===== src/rtl/fetch_unit_if.sv =====
// ============================================================================
// fetch_unit_if : PC / instruction-memory / decoder signal bundle for fetch_unit
// Revision      : 1.0 - initial release
// ============================================================================
`default_nettype none

interface fetch_unit_if;
    logic [15:0] pcIn;
    logic        fetchStart;
    logic [15:0] memAddr;
    logic        memRead;
    logic        memAck;
    logic [15:0] memData;
    logic [15:0] instr;
    logic        instrValid;
    logic        instrTaken;
    logic [15:0] raOut;
    logic        pcWriteEn;
    logic        busy;
    logic        fetchFault;

    // Fetch-unit side
    modport slave (
        input  pcIn, fetchStart, memAck, memData, instrTaken,
        output memAddr, memRead, instr, instrValid, raOut, pcWriteEn, busy, fetchFault
    );

    // Control / memory / decoder side
    modport master (
        output pcIn, fetchStart, memAck, memData, instrTaken,
        input  memAddr, memRead, instr, instrValid, raOut, pcWriteEn, busy, fetchFault
    );
endinterface

`default_nettype wire


===== src/rtl/fetch_unit.sv =====
// ============================================================================
// fetch_unit : single-word instruction fetch FSM (IDLE/REQ/VALID/FAULT)
//              Optional macro FETCH_TIMEOUT_EN adds a 16-cycle memory timeout.
// Revision   : 1.0 - initial release
// ============================================================================
`default_nettype none

module fetch_unit (
    input  logic        clock,
    input  logic        reset,
    fetch_unit_if.slave bus
);

    typedef enum logic [1:0] {
        S_IDLE  = 2'd0,
        S_REQ   = 2'd1,
        S_VALID = 2'd2,
        S_FAULT = 2'd3
    } state_t;

    state_t      r_state;
    logic [15:0] r_addr;
    logic [15:0] r_instr;
    logic [15:0] r_ra;
    logic        r_memRead;
    logic        r_instrValid;
    logic        r_busy;
`ifdef FETCH_TIMEOUT_EN
    logic [3:0]  r_toCnt;
    logic        r_fault;
`endif

    logic w_pcWriteEn;
    logic w_launch;

    // Consumption and the back-to-back launch are same-cycle reactions to instrTaken
    assign w_pcWriteEn = (r_state == S_VALID) && bus.instrTaken;
    assign w_launch    = bus.fetchStart && ((r_state == S_IDLE) || w_pcWriteEn);

    always_ff @(posedge clock or posedge reset) begin
        if (reset) begin
            r_state      <= S_IDLE;
            r_addr       <= 16'h0000;
            r_instr      <= 16'h0000;
            r_ra         <= 16'h0000;
            r_memRead    <= 1'b0;
            r_instrValid <= 1'b0;
            r_busy       <= 1'b0;
`ifdef FETCH_TIMEOUT_EN
            r_toCnt      <= 4'd0;
            r_fault      <= 1'b0;
`endif
        end else begin
            case (r_state)
                S_REQ: begin
                    if (bus.memAck) begin
                        r_instr      <= bus.memData;
                        r_instrValid <= 1'b1;
                        r_memRead    <= 1'b0;
                        r_state      <= S_VALID;
                    end
`ifdef FETCH_TIMEOUT_EN
                    // Counter holds the number of ack-less REQ cycles already elapsed
                    else if (r_toCnt == 4'hF) begin
                        r_memRead <= 1'b0;
                        r_fault   <= 1'b1;
                        r_state   <= S_FAULT;
                    end else begin
                        r_toCnt <= r_toCnt + 4'd1;
                    end
`endif
                end
                S_VALID: begin
                    if (bus.instrTaken) begin
                        r_instrValid <= 1'b0;
                        r_busy       <= 1'b0;
                        r_state      <= S_IDLE;
                    end
                end
                default: begin
                end
            endcase

            // A launch overrides the IDLE fall-through of a consumed VALID word
            if (w_launch) begin
                r_addr    <= bus.pcIn;
                r_ra      <= bus.pcIn + 16'd1;
                r_memRead <= 1'b1;
                r_busy    <= 1'b1;
                r_state   <= S_REQ;
`ifdef FETCH_TIMEOUT_EN
                r_toCnt   <= 4'd0;
`endif
            end
        end
    end

    assign bus.memAddr    = r_addr;
    assign bus.memRead    = r_memRead;
    assign bus.instr      = r_instr;
    assign bus.instrValid = r_instrValid;
    assign bus.raOut      = r_ra;
    assign bus.pcWriteEn  = w_pcWriteEn;
    assign bus.busy       = r_busy;
`ifdef FETCH_TIMEOUT_EN
    assign bus.fetchFault = r_fault;
`else
    assign bus.fetchFault = 1'b0;
`endif

endmodule

`default_nettype wire

===== src/flat_wrapper.sv =====
// flat-port wrapper written by rule: the top's interface ports become plain ports
module fetch_unit_flat 
  (clock, reset, bus_pcIn, bus_fetchStart, bus_memAck, bus_memData, bus_instrTaken, bus_memAddr, bus_memRead, bus_instr, bus_instrValid, bus_raOut, bus_pcWriteEn, bus_busy, bus_fetchFault);
  fetch_unit_if bus_i ();
  input  logic clock;
  input  logic reset;
  input wire logic [$bits(bus_i.pcIn)-1:0] bus_pcIn;
  input wire logic [$bits(bus_i.fetchStart)-1:0] bus_fetchStart;
  input wire logic [$bits(bus_i.memAck)-1:0] bus_memAck;
  input wire logic [$bits(bus_i.memData)-1:0] bus_memData;
  input wire logic [$bits(bus_i.instrTaken)-1:0] bus_instrTaken;
  output wire logic [$bits(bus_i.memAddr)-1:0] bus_memAddr;
  output wire logic [$bits(bus_i.memRead)-1:0] bus_memRead;
  output wire logic [$bits(bus_i.instr)-1:0] bus_instr;
  output wire logic [$bits(bus_i.instrValid)-1:0] bus_instrValid;
  output wire logic [$bits(bus_i.raOut)-1:0] bus_raOut;
  output wire logic [$bits(bus_i.pcWriteEn)-1:0] bus_pcWriteEn;
  output wire logic [$bits(bus_i.busy)-1:0] bus_busy;
  output wire logic [$bits(bus_i.fetchFault)-1:0] bus_fetchFault;
  assign bus_i.pcIn = bus_pcIn;
  assign bus_i.fetchStart = bus_fetchStart;
  assign bus_i.memAck = bus_memAck;
  assign bus_i.memData = bus_memData;
  assign bus_i.instrTaken = bus_instrTaken;
  assign bus_memAddr = bus_i.memAddr;
  assign bus_memRead = bus_i.memRead;
  assign bus_instr = bus_i.instr;
  assign bus_instrValid = bus_i.instrValid;
  assign bus_raOut = bus_i.raOut;
  assign bus_pcWriteEn = bus_i.pcWriteEn;
  assign bus_busy = bus_i.busy;
  assign bus_fetchFault = bus_i.fetchFault;
  fetch_unit u_core (.clock(clock), .reset(reset), .bus(bus_i));
endmodule

===== config.mk =====
export PLATFORM = sky130hd
export DESIGN_NAME = fetch_unit_flat
export DESIGN_NICKNAME = d
export VERILOG_FILES = /design/src/rtl/fetch_unit_if.sv /design/src/rtl/fetch_unit.sv /design/src/flat_wrapper.sv
export SDC_FILE = /design/constraint.sdc
export NUM_CORES = 1
export LEC_CHECK = 0
export BUFFER_PORTS_ARGS = -buffer_cell sky130_fd_sc_hd__buf_2
export CORE_MARGIN = 5
export CORE_UTILIZATION = 44
export DETAILED_ROUTE_END_ITERATION = 8
export HOLD_SLACK_MARGIN = 0.12
export PLACE_DENSITY = 0.76
export SLEW_MARGIN = 20
export SYNTH_ARGS = -nofsm -noshare
export SYNTH_HDL_FRONTEND = slang
export SYNTH_SLANG_ARGS = --single-unit

===== constraint.sdc =====
create_clock -name clock -period 1.5 [get_ports clock]
set_clock_uncertainty 0.05 [all_clocks]
set_input_delay 0.3 -clock clock [delete_from_list [all_inputs] [get_ports clock]]
set_output_delay 0.3 -clock clock [all_outputs]
set_load 0.02 [all_outputs]

# Word level (Yosys, flattened, before mapping)

Cells that the tools add are included.
W data, S select, Z words.

Register bits: 53
Bits of input ports: 37
Output and inout port bits: 53
Word-level logic and storage cells: 41

Add/subtract/negate cells: 1
Equality and inequality tests: 6
Mux-type cells: 12
Reductions and logical operators: 15

Operators by type and width:

| operator                | count |
|---|---|
| $add A16 B1 Y16 const B | 1 |
| $reduce_bool A2 Y1      | 5 |
| $mux W1                 | 7 |
| $mux W2                 | 3 |
| $ne A3 B2 Y1 const B    | 2 |
| $reduce_and A2 Y1       | 3 |
| $reduce_and A3 Y1       | 2 |
| $ne A2 B2 Y1 const B    | 2 |
| $pmux W2 S2             | 1 |
| $reduce_bool A3 Y1      | 1 |
| $eq A2 B1 Y1 const B    | 1 |
| $eq A2 B2 Y1 const B    | 1 |
| $logic_and A1 B1 Y1     | 2 |
| $logic_not A2 Y1        | 1 |
| $pmux W1 S2             | 1 |
| $logic_or A1 B1 Y1      | 1 |

# Longest topological paths before layout

Gate-level depths: netlist (run 1).

Depth in word-level cells: 6
Mapped depth: 8
Depth with buffers taken out: 6

# Least setup slack after synthesis (run 1)

No wires, ideal clock.

Path kind: reg2reg
Start point: reg u_core.r_state[0]
End point: reg u_core.r_ra[10], in the netlist u_core.bus.raOut[10]
Library setup time: 132 ps
Arrival time: 1466 ps
Required time: 1318 ps
Setup slack: -148 ps
Cell stages (with the launch flop): 7
Path buffers: 1
Period minus slack after synthesis: 1648 ps
Cell sequence: dfrtp_1 > inv_1 > ha_1 > and2_1 > o21ai_1 > clkbuf_1 > o21ai_1

Cells in the longest elaborated chain, start to end: 4
Elaborated cells between the ends (all ways): 5
Classes of those cells: eq/ne (1); reduce/logical (4)

Ends and longest elaborated chain:

| what                   | line               | source |
|---|---|---|
| from (decl)            | fetch_unit.sv:21   | `state_t r_state;` |
| from (signal assigned) | fetch_unit.sv:42   | `r_state <= S_IDLE;` |
| from (signal assigned) | fetch_unit.sv:60   | `r_state <= S_VALID;` |
| from (signal assigned) | fetch_unit.sv:77   | `r_state <= S_IDLE;` |
| $eq A2 B2 Y1           | fetch_unit.sv:37   | `assign w_pcWriteEn = (r_state == S_VALID) && bus.instrTaken;` |
| $logic_and A1 B1 Y1    | fetch_unit.sv:37   |  |
| net bus_pcWriteEn      | flat_wrapper.sv:17 | `output wire logic [$bits(bus_i.pcWriteEn)-1:0] bus_pcWriteEn;` |
| $logic_or A1 B1 Y1     | fetch_unit.sv:38   | `assign w_launch = bus.fetchStart && ((r_state == S_IDLE) \|\| w_pcWriteEn);` |
| $logic_and A1 B1 Y1    | fetch_unit.sv:38   |  |
| to (signal assigned)   | fetch_unit.sv:87   | `r_ra <= bus.pcIn + 16'd1;` |
| to (decl)              | fetch_unit.sv:24   | `logic [15:0] r_ra;` |

The timed path passes the listed nets, and every way through them passes these cells.
A chain may end at the register's enable or synchronous reset.

# Worst setup path in the final report (run 1)

Start point: reg u_core.r_state[1]
End point: out bus_pcWriteEn

Cells in the longest elaborated chain, start to end: 2

Ends and longest elaborated chain:

| what                | line |
|---|---|
| $eq A2 B2 Y1        | fetch_unit.sv:37 |
| $logic_and A1 B1 Y1 | fetch_unit.sv:37 |
| to (decl)           | flat_wrapper.sv:17 |

Every way passes these cells.

==> flow_summary.json, run 1 <==
{
  "viasPerCell": 4.74,
  "avgSynthCellArea_um2": 10.5,
  "end_kind": "output port",
  "cap_violations": 0,
  "antenna_cells": 0,
  "drtIter0Drc": 59,
  "synth.distinct_cells": 27,
  "design.core.area_um2": 5110,
  "finalCritPeriodShare_pct": 104,
  "dieWidth_um": 82.6,
  "nFillCells": 427,
  "track_usage_pct": 17.4,
  "gp_congestion": 0.846,
  "netSwitchingFraction_pct": 42.2,
  "cts_max_level": 2,
  "hold_viol_final": 0,
  "crit_arrival_ns": 1.21,
  "synth_top_area_cell": "dfrtp_1",
  "p_sw_mw": 2.83,
  "synthTopCellsByCount": "70 x nand2_1, 53 x dfrtp_1, 16 x mux2_2, 16 x o21ai_1, 10 x xnor2_1",
  "ant_nets": 0,
  "clock_path_buffers": 2,
  "holdPathStages": 3,
  "synth_area_leaders": "dfrtp_1 57%, nand2_1 11%, mux2_2 7.8%",
  "comb_power_share_pct": 51.9,
  "initial_core_util_pct": 45.4,
  "synth_edf_count": 0,
  "synth.cell_area_um2": 2320,
  "synth-async-reset-ratio_pct": 100,
  "wire_per_inst_um": 14.5,
  "fin_nets": 367,
  "syn_to_final_growth_pct": 38.2,
  "p_per_area_nw_per_um2": 2090,
  "clkPwrFrac_pct": 11.1,
  "synth-seq-cells": 53,
  "post-route-cell-area_um2": 3210,
  "drt_first_pass_iters": 4,
  "worstRegToRegCells": 7,
  "io_buffers": 88,
  "root_buffer": "clkbuf_8",
  "synth_most_common_cell": "nand2_1",
  "hold_slack_ns": 0.169,
  "finalCriticalPeriod_ns": 1.56,
  "vias": 1873,
  "finalSetupViolCount": 32,
  "status": "complete, but fails checks",
  "synth-seq-area-share_pct": 57.1,
  "setup_slack_ns": -0.0646,
  "routed_wirelength_um": 5710,
  "yosys.area.top_type_share_pct": 57.1,
  "hold_path_class": "input port to register",
  "synth_cells": 220,
  "synth-main-ff-cell": "dfrtp_1",
  "yosysWarnings": 0,
  "post-place-ws_ns": 0.0371,
  "place_hpwl_um": 4300,
  "cts_tree": "done",
  "placed_area_um2": 2960,
  "path_class": "register to output port",
  "drc": 0,
  "rows": 26,
  "grt_max_degree": 38,
  "drive_above_1_share_pct": 44.9,
  "grt_pass1_vias": 1883,
  "clkTransAtPathRegs_ns": 0.09,
  "crit_path_start_kind": "register",
  "reg2reg_slack_ns": -0.05,
  "numCtsBuffers": 5,
  "antenna_found_initial": 0,
  "fin_cells": 395,
  "p_int_mw": 3.88,
  "numPlacedInstances": 381,
  "max_freq_mhz": 639,
  "clock_latency_ns": 0.30,
  "worstPathMaxFanout": 3,
  "rsz0062_at_grt": "yes",
  "irDropWorstVdd_uv": 1020,
  "synth_nets": 261,
  "overflow": 0,
  "violations": "setup timing",
  "num_io_pins": 90,
  "grt_pass1_wl_um": 8900,
  "leakage_nw": 1.61,
  "utilization_pct": 62.8,
  "sequentialPowerShare_pct": 37.0,
  "die_area_um2": 6830,
  "die_y_um": 82.6,
  "required_ns": 1.15,
  "finalMaxSlewViolations": 0,
  "clkSinkCount": 53
}
## metrics by stage
step                total power, mW  setup TNS (ns)
floorplan                      4.46        -0.00362
global placement               5.58               0
detailed placement             5.71               0
CTS                            6.61          -0.566
global route                   7.18           -3.12
finish                         6.72          -0.908
## path summary, 6_finish.rpt
path	end	start
max	bus_pcWriteEn	u_core.r_state[1]
min	u_core.bus.memAddr[15]	bus_pcIn[15]
max reg2reg	u_core.bus.raOut[14]	u_core.r_state[1]
min reg2reg	u_core.bus.memAddr[6]	u_core.bus.memAddr[6]
max in group asynchronous	u_core.bus.memAddr[0]	reset
min in group asynchronous	u_core.bus.instr[0]	reset
## flip-flops by register name, summed over array words and instances (netlist names)
register / cells
u_core.bus.busy: 1
u_core.bus.instr: 16
u_core.bus.instrValid: 1
u_core.bus.memAddr: 16
u_core.bus.memRead: 1
u_core.bus.raOut: 16
u_core.r_state: 2
## final cells by class
type,instances,area [um^2],share of cell area (%)
flip-flops and latches,53,1330,41.4
multi-input cells,151,985,30.7
repair buffers,108,704,22.0
well taps,70,87.6,2.73
clock buffers,5,68.8,2.15
inverters,7,30.0,0.936
clock inverters,1,5.00,0.156
## cell families (layout without fill, tap and decap cells)
kind of cell | count (synthesis) | count (layout) | synth area share, %
buffers and inverters | 16 | 121 | 3.02
AND/OR/NAND/NOR | 91 | 91 | 18.6
AO/OA/AOI/OAI | 25 | 25 | 5.88
adder cells (fa/ha/maj) | 4 | 4 | 2.16
other | 1 | 1 | 0.162
flip-flops | 53 | 53 | 57.1
XOR/XNOR | 14 | 14 | 5.28
multiplexers | 16 | 16 | 7.76
## layout by cell type (no fill, tap or decap), types with 2 or more instances in the layout
master,Yosys,final
mux2_2,16,16
nand2_1,70,68
nand3_1,3,3
buf_4,1,10
nor2_1,3,3
nor3_1,3,3
clkbuf_8,0,5
buf_6,0,3
ha_1,4,2
buf_2,5,87
nand4_1,2,2
buf_12,0,5
inv_1,7,5
xnor2_1,10,10
o21ai_1,16,15
nor4_2,4,4
o21ai_0,5,4
xor2_1,4,4
clkbuf_16,0,2
ha_4,0,2
dfrtp_1,53,53
## power groups by stage
stage	clock network [mW]	logic (mW)	registers (mW)
2_1_floorplan	0	1.14	3.31
3_3_place_gp	0	3.12	2.46
3_5_place_dp	0	3.21	2.50
4_1_cts	0.759	3.36	2.49
5_1_grt	0.824	3.79	2.57
6_report	0.743	3.49	2.48
## timing repair
| item | in CTS | in global routing |
|---|---|---|
| setup buffers | 4 | 1 |
| pin swaps | 2 | 1 |
| endpoints found under the hold margin | 16 | 0 |
| resized for setup | 10 | 5 |
| cloned | 0 | 2 |
| endpoints found under the setup margin | 1 | 48 |
| hold buffers | 1 | 0 |
## critical path: stages (launching register included)
cell and delay (ns):
dfrtp_1 0.43, ha_4 0.18, and2_4 0.17, buf_6 0.13
## metal layers
metal	track usage, %	routed length, um	up-vias
met3	4.56	320	8
met4	6.86	99	0
met2	29.9	2990	44
met1	20.6	2300	892
li1	-	-	929
met5	0	0	-
Note: power is estimated with default switching activity, not from simulation.
==> inputs of run 2 (changes only) <==
--- a/config.mk
+++ b/config.mk
@@ -5,12 +5,14 @@
 export SDC_FILE = /design/constraint.sdc
 export NUM_CORES = 1
 export LEC_CHECK = 0
+export ABC_AREA = 1
 export BUFFER_PORTS_ARGS = -buffer_cell sky130_fd_sc_hd__buf_2
 export CORE_MARGIN = 5
 export CORE_UTILIZATION = 44
 export DETAILED_ROUTE_END_ITERATION = 8
 export HOLD_SLACK_MARGIN = 0.12
-export PLACE_DENSITY = 0.76
+export PLACE_DENSITY = 0.75
+export SKIP_LAST_GASP = 1
 export SLEW_MARGIN = 20
 export SYNTH_ARGS = -nofsm -noshare
 export SYNTH_HDL_FRONTEND = slang
==> flow_summary.json, run 2 <==
{
  "die_y_um": 84.8,
  "synth_nets": 350,
  "grt_max_degree": 40,
  "drive_above_1_share_pct": 33.2,
  "r2r-start": "u_core.r_state[1]",
  "design.core.area_um2": 5470,
  "synth-seq-cells": 53,
  "drc": 0,
  "clkSinkCount": 53,
  "rows": 27,
  "fin_cells": 482,
  "irDropWorstVdd_uv": 992,
  "leakage_nw": 1.88,
  "initial_core_util_pct": 45.0,
  "grt_pass1_vias": 2158,
  "antenna_found_initial": 0,
  "status": "completed",
  "vias": 2252,
  "worstRegToRegCells": 11,
  "cts_max_level": 2,
  "rsz0062_at_grt": "yes",
  "cts_tree": "done",
  "place_hpwl_um": 4400,
  "drtIter0Drc": 109,
  "end_kind": "output port",
  "endpoint": "bus_pcWriteEn",
  "numCtsBuffers": 5,
  "overflow": 0,
  "synth_top_area_cell": "dfrtp_1",
  "post-route-cell-area_um2": 3280,
  "nFillCells": 480,
  "crit_path_start_kind": "register",
  "routed_wirelength_um": 6180,
  "fin_nets": 450,
  "post-place-ws_ns": 0.0195,
  "setup_slack_ns": 0.00189,
  "hold_path_class": "input port to register",
  "layout_common_cells": "153 x nand2_1, 87 x buf_2, 52 x dfrtp_1",
  "synth.cell_area_um2": 2460,
  "hold_slack_ns": 0.153,
  "synth_area_leaders": "dfrtp_1 54%, nand2_1 24%, inv_1 3.4%",
  "placed_area_um2": 3020,
  "crit_arrival_ns": 1.15,
  "p_per_area_nw_per_um2": 2040,
  "syn_to_final_growth_pct": 33.0,
  "io_buffers": 88,
  "synth_most_common_cell": "nand2_1",
  "viasPerCell": 4.67,
  "grt_pass1_wl_um": 9920,
  "finalCritPeriodShare_pct": 99.9,
  "synth.distinct_cells": 25,
  "track_usage_pct": 16.7,
  "regToRegEndpoint": "u_core.bus.raOut[13]",
  "yosysWarnings": 0,
  "wire_per_inst_um": 12.8,
  "synth-main-ff-cell": "dfrtp_1",
  "root_buffer": "clkbuf_8",
  "required_ns": 1.15,
  "clkTransAtPathRegs_ns": 0.09,
  "synth_cells": 309,
  "drt_first_pass_iters": 4,
  "total_power_mw": 6.69,
  "startpoint": "u_core.r_state[1]",
  "dieWidth_um": 84.8,
  "utilization_pct": 59.9,
  "synth_edf_count": 0,
  "hold_viol_final": 0,
  "finalMaxSlewViolations": 0,
  "antenna_cells": 0,
  "finalSetupViolCount": 0,
  "avgSynthCellArea_um2": 7.97,
  "holdPathStages": 3,
  "reg2reg_slack_ns": 0.05,
  "clock_path_buffers": 2,
  "final.setup.tns_ns": 0,
  "worstPathMaxFanout": 3,
  "cap_violations": 0,
  "synthTopCellsByCount": "160 x nand2_1, 53 x dfrtp_1, 22 x inv_1",
  "gp_congestion": 0.832,
  "clock_latency_ns": 0.30,
  "yosys.area.top_type_share_pct": 53.8,
  "final_common_cell": "nand2_1",
  "ant_nets": 0,
  "finalCriticalPeriod_ns": 1.50,
  "num_io_pins": 90,
  "path_class": "register to output port",
  "die_area_um2": 7200,
  "max_freq_mhz": 668,
  "numPlacedInstances": 467,
  "synth-async-reset-ratio_pct": 100,
  "synth-seq-area-share_pct": 53.8
}
-- run 2: changes by cell type in the layout (fill, tap and decap cells not counted), sizes merged, moves of 4 or more --
cell / delta
mux2: -16
nor4: -4
nand3: +10
xnor2: -9
inv: +17
buf: -6
nor2: +14
o21ai: -10
nand2: +94
-- run 2: logic make-up (layout without fill, tap and decap cells) --
logic type,Yosys count,after routing,share of synthesized area (%)
flops,53,53,53.8
simple gates,199,199,33.1
buf+inv,34,135,6.70
xor+xnor,2,2,0.711
compound gates,16,16,3.45
other cells,1,1,0.152
fa+ha+maj,4,4,2.03
-- run 2: worst max-delay path: stages (launching register included) --
cell	delay (ns)
dfrtp_2	0.45
ha_4	0.18
nand2_4	0.07
inv_2	0.04
buf_6	0.12
-- run 2: report_power, final --
part	leakage [nW]	internal [mW]	switching (mW)	total [mW]
clock network	0.0450	0.325	0.436	0.760
logic	1.18	1.30	2.16	3.46
registers	0.650	2.11	0.361	2.47
total	1.88	3.73	2.96	6.69
-- run 2: worst min-delay path by stage --
stage	from	to	slack, ns
2_1_floorplan	reset	u_core.bus.busy	0.31
3_3_place_gp	reset	u_core.bus.instr[5]	0.25
3_5_place_dp	reset	u_core.bus.instr[5]	0.26
4_1_cts	bus_memData[9]	u_core.bus.instr[9]	0.15
5_1_grt	bus_memData[1]	u_core.bus.instr[1]	0.14
6_report	bus_memData[9]	u_core.bus.instr[9]	0.15
-- run 2: layout make-up --
type,instances,area (um^2),area share (%)
inverter,24,98.8,3.02
tap,72,90.1,2.75
clock inverter,2,10.0,0.306
sequential,53,1330,40.5
multi-input combinational,222,1020,31.1
timing repair buffer,103,659,20.1
clock buffer,6,72.6,2.22
-- run 2: routing by layer --
metal	part of all wire (%)	up-vias	global-route usage (%)
li1	-	1146	-
met1	46	1004	23.9
met2	45	96	25.3
met3	8.5	6	4.95
met4	0.68	0	3.60
met5	0	-	0
-- run 2: timing repair --
action,in CTS,in global routing
hold endpoints to repair,14,0
buffers inserted,0,2
pin swaps,1,3
endpoints found under the setup margin,1,34
gates resized for setup,8,14
hold buffers,1,0
cloned,0,4
==> inputs of run 3 (changes only) <==
--- a/config.mk
+++ b/config.mk
@@ -5,13 +5,12 @@
 export SDC_FILE = /design/constraint.sdc
 export NUM_CORES = 1
 export LEC_CHECK = 0
-export ABC_AREA = 1
 export BUFFER_PORTS_ARGS = -buffer_cell sky130_fd_sc_hd__buf_2
 export CORE_MARGIN = 5
 export CORE_UTILIZATION = 44
 export DETAILED_ROUTE_END_ITERATION = 8
 export HOLD_SLACK_MARGIN = 0.12
-export PLACE_DENSITY = 0.75
+export PLACE_DENSITY = 0.76
 export SKIP_LAST_GASP = 1
 export SLEW_MARGIN = 20
 export SYNTH_ARGS = -nofsm -noshare
==> flow_summary.json, run 3 (synthesis gave the netlist of run 1 again) <==
{
  "crit_path_start_kind": "register",
  "initial_core_util_pct": 45.4,
  "routed_wirelength_um": 6480,
  "antenna_cells": 0,
  "syn_to_final_growth_pct": 46.3,
  "track_usage_pct": 17.4,
  "drt_first_pass_iters": 4,
  "required_ns": 1.68,
  "wire_per_inst_um": 16.2,
  "irDropWorstVdd_uv": 1050,
  "setup_slack_ns": -0.127,
  "die_y_um": 82.6,
  "post-route-cell-area_um2": 3390,
  "num_io_pins": 90,
  "finalSetupViolCount": 35,
  "holdPathStages": 3,
  "crit_arrival_ns": 1.80,
  "placed_area_um2": 2960,
  "max_freq_mhz": 614,
  "cts_tree": "done",
  "reg2reg_slack_ns": -0.13,
  "leakage_nw": 1.70,
  "hold_viol_final": 0,
  "rows": 26,
  "nFillCells": 405,
  "root_buffer": "clkbuf_8",
  "grt_max_degree": 38,
  "io_buffers": 88,
  "overflow": 0,
  "violations": "setup timing",
  "layout_common_cells": "87 x buf_2, 53 x nand2_1, 53 x dfrtp_1",
  "clock_path_buffers": 2,
  "gp_congestion": 0.846,
  "rsz0062_at_grt": "yes",
  "clkTransAtPathRegs_ns": 0.09,
  "final_common_cell": "buf_2",
  "utilization_pct": 66.5,
  "drtIter0Drc": 70,
  "worstRegToRegCells": 8,
  "dieWidth_um": 82.6,
  "design.core.area_um2": 5110,
  "numCtsBuffers": 5,
  "total_power_mw": 7.21,
  "fin_nets": 373,
  "finalCritPeriodShare_pct": 108,
  "grt_pass1_vias": 1891,
  "antenna_found_initial": 0,
  "clock_latency_ns": 0.30,
  "worstPathMaxFanout": 8,
  "vias": 1982,
  "finalMaxSlewViolations": 0,
  "p_per_area_nw_per_um2": 2120,
  "drc": 0,
  "hold_path_class": "input port to register",
  "path_class": "register to register",
  "die_area_um2": 6830,
  "end_kind": "register",
  "grt_pass1_wl_um": 8940,
  "ant_nets": 0,
  "cap_violations": 0,
  "clkSinkCount": 53,
  "status": "complete, but fails checks",
  "cts_max_level": 2,
  "viasPerCell": 4.94,
  "finalCriticalPeriod_ns": 1.63,
  "drive_above_1_share_pct": 51.1,
  "place_hpwl_um": 4300
}
-- run 3: through the flow --
step                      hold WS [ns]  setup TNS [ns]  instances  setup WS [ns]
after CTS                        0.165          -0.982        392        -0.0562
final                            0.169           -2.62        401         -0.127
after floorplan                  0.311        -0.00362        220      -0.000402
after detailed placement         0.265               0        381         0.0371
after global placement           0.263               0        381         0.0657
after global routing             0.162           -4.86        401         -0.187
-- run 3: final cells by class --
cell class / count / area (um^2) / share of cell area (%)
Clock inverter: 1 / 5.00 / 0.147
Tap cell: 70 / 87.6 / 2.58
Multi-Input combinational cell: 151 / 1040 / 30.7
Sequential cell: 53 / 1330 / 39.1
Timing Repair Buffer: 114 / 836 / 24.6
Inverter: 7 / 30.0 / 0.885
Clock buffer: 5 / 68.8 / 2.03
-- run 3: report_power, final --
part / switching, mW / internal [mW] / total [mW]
clock network: 0.448 / 0.309 / 0.756
logic: 2.20 / 1.72 / 3.91
registers: 0.413 / 2.13 / 2.54
-- run 3: routing by layer --
layer  up-vias  track usage (%)  part of all wire [%]
met3        10             4.56                   5.4
li1        948                -                     -
met2        50             30.1                    53
met4         0             6.86                   1.6
met1       974             20.7                    40
met5         -                0                     0
-- run 3: worst paths after layout --
kind,start,to
max,u_core.r_state[1],u_core.bus.memAddr[11]
min,bus_pcIn[15],u_core.bus.memAddr[15]
max reg2reg,u_core.r_state[1],u_core.bus.memAddr[11]
min reg2reg,u_core.bus.memAddr[6],u_core.bus.memAddr[6]
max in group asynchronous,reset,u_core.bus.memAddr[6]
min in group asynchronous,reset,u_core.bus.instr[0]
-- run 3: timing repair --
action | 4_1_cts | 5_1_grt
pin swaps | 2 | 18
hold buffers | 1 | 0
gates cloned | 0 | 7
setup buffers | 4 | 2
endpoints found under the setup margin | 1 | 52
hold endpoints to repair | 16 | 0
resized for setup | 5 | 31
-- run 3: critical path: stages, from the launching register on --
cell and delay (ns):
dfrtp_1 0.43, ha_4 0.18, and2_4 0.15, buf_12 0.12, o21ai_4 0.15, buf_12 0.17, clkbuf_16 0.16, nand2_2 0.04
o21ai_1 0.09
